<file path="src/rtl/rs_pkg.sv">
// rs_pkg: shared defaults for the reservation-station functional-unit slice.
//   DEF_DATA_W / DEF_TAG_W / DEF_DEPTH / DEF_OP_W : default parameter values.
//   TAG_NONE : tag value meaning "no producer, operand value is present".
package rs_pkg;

    localparam int DEF_DATA_W = 16;
    localparam int DEF_TAG_W  = 3;
    localparam int DEF_DEPTH  = 4;
    localparam int DEF_OP_W   = 3;
    localparam int TAG_NONE   = 0;

endpackage

</file>
<file path="src/rtl/rs_age_arbiter.sv">
// rs_age_arbiter: picks the oldest ready entry (lowest age rank).
// Ports:
//   i_ready : per-entry ready flags
//   i_ranks : per-entry age rank, packed, entry i at [i*RANK_W +: RANK_W]
//   o_grant : one-hot grant of the oldest ready entry
//   o_any   : at least one entry is ready
module rs_age_arbiter
    import rs_pkg::*;
#(
    parameter int DEPTH  = DEF_DEPTH,
    parameter int RANK_W = $clog2(DEF_DEPTH)
) (
    input  logic [DEPTH-1:0]        i_ready,
    input  logic [DEPTH*RANK_W-1:0] i_ranks,
    output logic [DEPTH-1:0]        o_grant,
    output logic                    o_any
);

    logic [DEPTH-1:0] w_beaten;

    // Ranks of busy entries are unique; the index tie-break only keeps the
    // grant one-hot should that ever not hold.
    always_comb begin
        w_beaten = '0;
        for (int unsigned i = 0; i < DEPTH; i++) begin
            for (int unsigned j = 0; j < DEPTH; j++) begin
                if (i_ready[j] && (j != i)) begin
                    if ((i_ranks[j*RANK_W +: RANK_W] < i_ranks[i*RANK_W +: RANK_W]) ||
                        ((i_ranks[j*RANK_W +: RANK_W] == i_ranks[i*RANK_W +: RANK_W]) && (j < i))) begin
                        w_beaten[i] = 1'b1;
                    end
                end
            end
        end
        o_grant = i_ready & ~w_beaten;
        o_any   = |i_ready;
    end

endmodule

</file>
<file path="src/rtl/estacao_reserva_uf.sv">
// estacao_reserva_uf: reservation station in front of one functional unit.
// Holds DEPTH instructions waiting for operands, snoops the CDB for results,
// and dispatches the oldest ready instruction through a one-deep output register.
// Ports:
//   Clock, Reset (async, active-high), Flush (sync clear of all entries)
//   Issue_*  : new instruction in (valid/ready handshake, op, Vj/Qj, Vk/Qk, dest)
//   CDB_*    : common data bus broadcast (valid, tag, data)
//   Disp_*   : dispatch to the functional unit (valid/ready, op, A, B, dest)
//   Count    : busy entries, not counting the dispatch register
module estacao_reserva_uf
    import rs_pkg::*;
#(
    parameter int DATA_W = DEF_DATA_W,
    parameter int TAG_W  = DEF_TAG_W,
    parameter int DEPTH  = DEF_DEPTH,
    parameter int OP_W   = DEF_OP_W
) (
    input  logic                   Clock,
    input  logic                   Reset,
    input  logic                   Flush,
    input  logic                   Issue_valid,
    output logic                   Issue_ready,
    input  logic [OP_W-1:0]        Issue_op,
    input  logic [DATA_W-1:0]      Issue_Vj,
    input  logic [DATA_W-1:0]      Issue_Vk,
    input  logic [TAG_W-1:0]       Issue_Qj,
    input  logic [TAG_W-1:0]       Issue_Qk,
    input  logic [TAG_W-1:0]       Issue_dest,
    input  logic                   CDB_valid,
    input  logic [TAG_W-1:0]       CDB_tag,
    input  logic [DATA_W-1:0]      CDB_data,
    output logic                   Disp_valid,
    input  logic                   Disp_ready,
    output logic [OP_W-1:0]        Disp_op,
    output logic [DATA_W-1:0]      Disp_A,
    output logic [DATA_W-1:0]      Disp_B,
    output logic [TAG_W-1:0]       Disp_dest,
    output logic [$clog2(DEPTH):0] Count
);

    localparam int IDX_W = $clog2(DEPTH);
    localparam int CNT_W = IDX_W + 1;

    // Entry state
    logic [DEPTH-1:0]  r_busy;
    logic [OP_W-1:0]   r_op   [DEPTH];
    logic [TAG_W-1:0]  r_dest [DEPTH];
    logic [TAG_W-1:0]  r_qj   [DEPTH];
    logic [TAG_W-1:0]  r_qk   [DEPTH];
    logic [DATA_W-1:0] r_vj   [DEPTH];
    logic [DATA_W-1:0] r_vk   [DEPTH];
    logic [IDX_W-1:0]  r_rank [DEPTH];

    // Dispatch register
    logic              r_disp_valid;
    logic [OP_W-1:0]   r_disp_op;
    logic [DATA_W-1:0] r_disp_a;
    logic [DATA_W-1:0] r_disp_b;
    logic [TAG_W-1:0]  r_disp_dest;

    logic [DEPTH-1:0]       w_ready;
    logic [DEPTH*IDX_W-1:0] w_ranks_flat;
    logic [DEPTH-1:0]       w_grant;
    logic                   w_any;
    logic                   w_load;
    logic                   w_disp_fire;
    logic [IDX_W-1:0]       w_disp_idx;
    logic [IDX_W-1:0]       w_disp_rank;
    logic [IDX_W-1:0]       w_free_idx;
    logic                   w_free_found;
    logic                   w_issue_fire;
    logic [CNT_W-1:0]       w_count;
    logic [IDX_W-1:0]       w_new_rank;
    logic                   w_cdb_hit;
    logic                   w_fwd_j;
    logic                   w_fwd_k;

    always_comb begin
        w_ready      = '0;
        w_ranks_flat = '0;
        w_count      = '0;
        w_free_idx   = '0;
        w_free_found = 1'b0;
        w_disp_idx   = '0;
        for (int unsigned i = 0; i < DEPTH; i++) begin
            w_ready[i] = r_busy[i] && (r_qj[i] == TAG_W'(TAG_NONE)) && (r_qk[i] == TAG_W'(TAG_NONE));
            w_ranks_flat[i*IDX_W +: IDX_W] = r_rank[i];
            w_count = w_count + CNT_W'(r_busy[i]);
            if (!r_busy[i] && !w_free_found) begin
                w_free_idx   = IDX_W'(i);
                w_free_found = 1'b1;
            end
            if (w_grant[i]) begin
                w_disp_idx = w_disp_idx | IDX_W'(i);
            end
        end
    end

    rs_age_arbiter #(
        .DEPTH  (DEPTH),
        .RANK_W (IDX_W)
    ) u_age_arbiter (
        .i_ready (w_ready),
        .i_ranks (w_ranks_flat),
        .o_grant (w_grant),
        .o_any   (w_any)
    );

    assign Issue_ready  = ~&r_busy;
    assign w_issue_fire = Issue_valid && Issue_ready;
    assign w_load       = !r_disp_valid || Disp_ready;
    assign w_disp_fire  = w_load && w_any;
    assign w_disp_rank  = r_rank[w_disp_idx];
    // New entry is the youngest: its rank is the number of entries still busy
    // after this edge's dispatch. Issue only fires when not full, so this fits.
    assign w_new_rank   = IDX_W'(w_count - CNT_W'(w_disp_fire));
    assign w_cdb_hit    = CDB_valid && (CDB_tag != TAG_W'(TAG_NONE));
    assign w_fwd_j      = w_cdb_hit && (CDB_tag == Issue_Qj);
    assign w_fwd_k      = w_cdb_hit && (CDB_tag == Issue_Qk);

    always_ff @(posedge Clock or posedge Reset) begin
        if (Reset) begin
            r_busy       <= '0;
            r_disp_valid <= 1'b0;
            r_disp_op    <= '0;
            r_disp_a     <= '0;
            r_disp_b     <= '0;
            r_disp_dest  <= '0;
            for (int unsigned i = 0; i < DEPTH; i++) begin
                r_op[i]   <= '0;
                r_dest[i] <= '0;
                r_qj[i]   <= '0;
                r_qk[i]   <= '0;
                r_vj[i]   <= '0;
                r_vk[i]   <= '0;
                r_rank[i] <= '0;
            end
        end else if (Flush) begin
            r_busy       <= '0;
            r_disp_valid <= 1'b0;
            r_disp_op    <= '0;
            r_disp_a     <= '0;
            r_disp_b     <= '0;
            r_disp_dest  <= '0;
            for (int unsigned i = 0; i < DEPTH; i++) begin
                r_rank[i] <= '0;
            end
        end else begin
            // CDB snoop and age update on busy entries
            for (int unsigned i = 0; i < DEPTH; i++) begin
                if (r_busy[i]) begin
                    if (w_cdb_hit && (r_qj[i] == CDB_tag)) begin
                        r_vj[i] <= CDB_data;
                        r_qj[i] <= TAG_W'(TAG_NONE);
                    end
                    if (w_cdb_hit && (r_qk[i] == CDB_tag)) begin
                        r_vk[i] <= CDB_data;
                        r_qk[i] <= TAG_W'(TAG_NONE);
                    end
                    if (w_disp_fire && (r_rank[i] > w_disp_rank)) begin
                        r_rank[i] <= r_rank[i] - IDX_W'(1);
                    end
                end
            end

            if (w_disp_fire) begin
                r_busy[w_disp_idx] <= 1'b0;
                r_rank[w_disp_idx] <= '0;
            end

            // Allocation targets a pre-edge free entry, never the dispatched one
            if (w_issue_fire) begin
                r_busy[w_free_idx] <= 1'b1;
                r_op[w_free_idx]   <= Issue_op;
                r_dest[w_free_idx] <= Issue_dest;
                r_vj[w_free_idx]   <= w_fwd_j ? CDB_data : Issue_Vj;
                r_qj[w_free_idx]   <= w_fwd_j ? TAG_W'(TAG_NONE) : Issue_Qj;
                r_vk[w_free_idx]   <= w_fwd_k ? CDB_data : Issue_Vk;
                r_qk[w_free_idx]   <= w_fwd_k ? TAG_W'(TAG_NONE) : Issue_Qk;
                r_rank[w_free_idx] <= w_new_rank;
            end

            if (w_load) begin
                r_disp_valid <= w_any;
                if (w_any) begin
                    r_disp_op   <= r_op[w_disp_idx];
                    r_disp_a    <= r_vj[w_disp_idx];
                    r_disp_b    <= r_vk[w_disp_idx];
                    r_disp_dest <= r_dest[w_disp_idx];
                end
            end
        end
    end

    assign Disp_valid = r_disp_valid;
    assign Disp_op    = r_disp_op;
    assign Disp_A     = r_disp_a;
    assign Disp_B     = r_disp_b;
    assign Disp_dest  = r_disp_dest;
    assign Count      = w_count;

endmodule

</file>
<file path="config.mk">
export PLATFORM = sky130hd
export DESIGN_NAME = estacao_reserva_uf
export DESIGN_NICKNAME = d
export VERILOG_FILES = /design/src/rtl/rs_pkg.sv /design/src/rtl/rs_age_arbiter.sv /design/src/rtl/estacao_reserva_uf.sv
export SDC_FILE = /design/constraint.sdc
export NUM_CORES = 1
export LEC_CHECK = 0
export BUFFER_PORTS_ARGS = -buffer_cell sky130_fd_sc_hd__buf_2
export CAP_MARGIN = 20
export CORE_UTILIZATION = 35
export DETAILED_ROUTE_END_ITERATION = 8
export PLACE_DENSITY = 0.6
export RECOVER_POWER = 25
export SKIP_CTS_REPAIR_TIMING = 1
export SYNTH_ARGS = -nofsm -noshare
export SYNTH_HDL_FRONTEND = slang
export SYNTH_SLANG_ARGS = --single-unit
export TNS_END_PERCENT = 50
</file>
<file path="constraint.sdc">
create_clock -name Clock -period 12.8 [get_ports Clock]
set_clock_uncertainty 0.2 [all_clocks]
set_input_delay 1.92 -clock Clock [delete_from_list [all_inputs] [get_ports Clock]]
set_output_delay 1.92 -clock Clock [all_outputs]
set_load 0.02 [all_outputs]
</file>
==> impl_metrics.env <==
export IMPL_status="finished, violations left"
export IMPL_violations="max-capacitance violations, max-slew violations"
export IMPL_first_pass_iters=6
export IMPL_grt_pass1_vias=10700
export IMPL_setup_ws_ns=6.03
export IMPL_slowest_delay_ns=3.45
export IMPL_h_tree_depth=1
export IMPL_ys_seq_area_frac=0.471
export IMPL_drive_above_1_share=0.145
export IMPL_synth_seq_cells=227
export IMPL_placed_cells=1831
export IMPL_slowest_stage="clkbuf_1"
export IMPL_min_period_ns=6.77
export IMPL_die_height_um=188
export IMPL_syn_nets=1465
export IMPL_hold_viol=0
export IMPL_placed_area_um2=12900
export IMPL_finalCritPeriodShare=0.529
export IMPL_power_density_nw_per_um2=149
export IMPL_holdPathStages=2
export IMPL_p_leak_nw=5.87
export IMPL_vias=10700
export IMPL_max_cap_violations=3
export IMPL_rsz0062_at_grt="false"
export IMPL_grt_antenna_before_repair=2
export IMPL_synth_edf_count=0
export IMPL_start_util=0.358
export IMPL_path_buf_inv=2
export IMPL_rrSetupSlack_ns=8.26
export IMPL_grt_usage=0.224
export IMPL_critPathCaptureType="flop"
export IMPL_port_buffers=111
export IMPL_grt_max_degree=102
export IMPL_fp_dieW_um=188
export IMPL_place_gp_congestion=0.865
export IMPL_finalSetupViolations=0
export IMPL_max_slew_margin_rel=-2.35
export IMPL_hold_start="r_dest[5]"
export IMPL_layout_nets=1504
export IMPL_synth_cell_types=66
export IMPL_synthCells=1373
export IMPL_cts_sinks=227
export IMPL_start_kind="input port"
export IMPL_required_ns=12.96
export IMPL_cp_top_family="buffers and inverters"
export IMPL_slew_violations=226
export IMPL_area_delta_synth_final_pct=14.1
export IMPL_wl_per_cell_um=21.2
export IMPL_design_area_um2=13800
export IMPL_ctsLongestPathBuffers=3
export IMPL_postRouteAntennaNets=0
export IMPL_syn_avg_cell_area_um2=8.78
export IMPL_fp_coreArea_um2=33700
export IMPL_finalSetupTns_ns=0
export IMPL_via_per_inst=5.71
export IMPL_rr_worst_depth=9
export IMPL_peakVddDrop_mv=0.0896
export IMPL_overflow=0
export IMPL_whs_endpoint="r_dest[5]"
export IMPL_regToRegStartpoint="r_busy[0]"
export IMPL_dominantRegCellSynth="dfrtp_1"
export IMPL_async_flop_share=1.00
export IMPL_pre_cts_ws_ns=7.94
export IMPL_hold_ws_ns=0.277
export IMPL_synth_area_um2=12100
export IMPL_insertion_delay_ns=0.53
export IMPL_crit_type="input port to flop"
export IMPL_numCtsBuffers=26
export IMPL_row_count=67
export IMPL_max_slew_worst_pin_slew_ns=5.02
export IMPL_cts_root_buf="clkbuf_16"
export IMPL_drcViolationCount=0
export IMPL_fmax_ghz=0.148
export IMPL_cts_tree="yes"
export IMPL_routed_wl_um=39700
export IMPL_pin_count=112
export IMPL_hold_class="flop to flop"
export IMPL_drtIter0Drc=1021
export IMPL_r2r_end="r_rank[2]"
export IMPL_crit_arrival_ns=6.92
export IMPL_grt_pass1_wl_um=62600
export IMPL_die_area_um2=35200
export IMPL_ys_warn_count=0
export IMPL_power_total_mw=2.05
export IMPL_worstPathMaxFanout=101
export IMPL_clkTransAtPathRegs_ns=0.06
export IMPL_path_cells="clkbuf_1, buf_4, o21ai_0"
export IMPL_utilization=0.408
export IMPL_dp_hpwl_um=24100
export IMPL_fin_cells=1874
[sequential cells by signal, indices dropped and copies added (netlist names)]
name	flops
Disp_A	16
Disp_B	16
Disp_dest	3
Disp_op	3
Disp_valid	1
r_busy	4
r_dest	12
r_op	12
r_qj	12
r_qk	12
r_rank	8
r_vj	64
r_vk	64
[cell families after synthesis]
logic type                 synth area share
AOI/OAI and AO/OA                     0.218
xor gates and xnor gates             0.0225
adders and majority gates            0.0262
buffers and inverters                0.0461
DFF                                   0.471
muxes                                0.0434
and+or+nand+nor                       0.173
[placed cells by master, fill, tap and decap left out, types with 9 or more instances in the layout]
cell / count
dfrtp_1: 227
a21oi_1: 183
nor2_1: 181
nand2_1: 153
buf_2: 110
o22a_1: 64
o21ai_1: 62
nor3_1: 42
nand3_1: 41
a22oi_1: 38
mux2i_1: 32
xor2_1: 30
clkbuf_16: 27
inv_1: 26
o21ai_0: 22
ha_1: 22
mux2_2: 18
buf_4: 16
o22ai_1: 14
nand2b_1: 10
or4_1: 9
[how the worst max path moves through the flow]
stage | startpoint | endpoint | slack [ns] | cells after the start
floorplan | Reset | Disp_A[0] | 4.46 | 1
global placement | Disp_ready | r_rank[5] | 7.99 | 8
detailed placement | Disp_ready | r_rank[5] | 7.94 | 8
CTS | r_busy[0] | r_rank[5] | 8.27 | 9
global route | Reset | r_vj[43] | 5.29 | 4
finish | Flush | r_vk[42] | 6.03 | 3
[cell usage after synthesis (all sizes together), types with 3 or more instances]
library cell,instances,share of area
nor3,43,0.019
nor4,5,0.0038
nor2b,3,0.0016
nand2b,10,0.0052
ha,22,0.023
a21oi,186,0.078
o22a,64,0.047
or2,5,0.0028
o22ai,15,0.0083
nor2,184,0.057
a2111oi,3,0.0048
a211oi,3,0.0023
or3,4,0.0021
inv,27,0.0084
a21o,5,0.0031
buf,14,0.0050
dfrtp,227,0.47
a21boi,3,0.0019
nand2,154,0.048
xor2,30,0.022
mux2i,32,0.027
clkbuf,104,0.032
mux2,18,0.017
a22oi,38,0.024
nand3,41,0.017
o21ai,84,0.035
and2,4,0.0021
or4,9,0.0056
[power by group]
part	switching [mW]	total, mW	internal, mW
Clock	0.290	0.722	0.432
Combinational	0.228	0.379	0.152
Sequential	0.0903	0.950	0.859
Total	0.608	2.05	1.44
[layout make-up]
cell class              instances  area, um^2
diodes                          2        5.00
fillers                      3405       19900
clock buffers                  37         773
multi-input cells            1000        5880
flip-flops and latches        227        5680
well taps                     448         561
inverters                      28         106
clock inverters                 3        40.0
repair buffers                129         706
[tightest hold or removal path: cells and delay by family (launching register included)]
kind,cells,cell delay (ns)
flip-flops,1,0.34
AND/OR/NAND/NOR,2,0.11
[layer usage]
metal | GRT usage | vias to the layer above | wire length (um)
met4 | 0.0760 | 0 | 1070
met3 | 0.0357 | 66 | 2690
met1 | 0.307 | 5336 | 17500
li1 | - | 4888 | -
met2 | 0.361 | 416 | 18500
met5 | 0 | - | 0
Power figures use the tool's default switching activity.
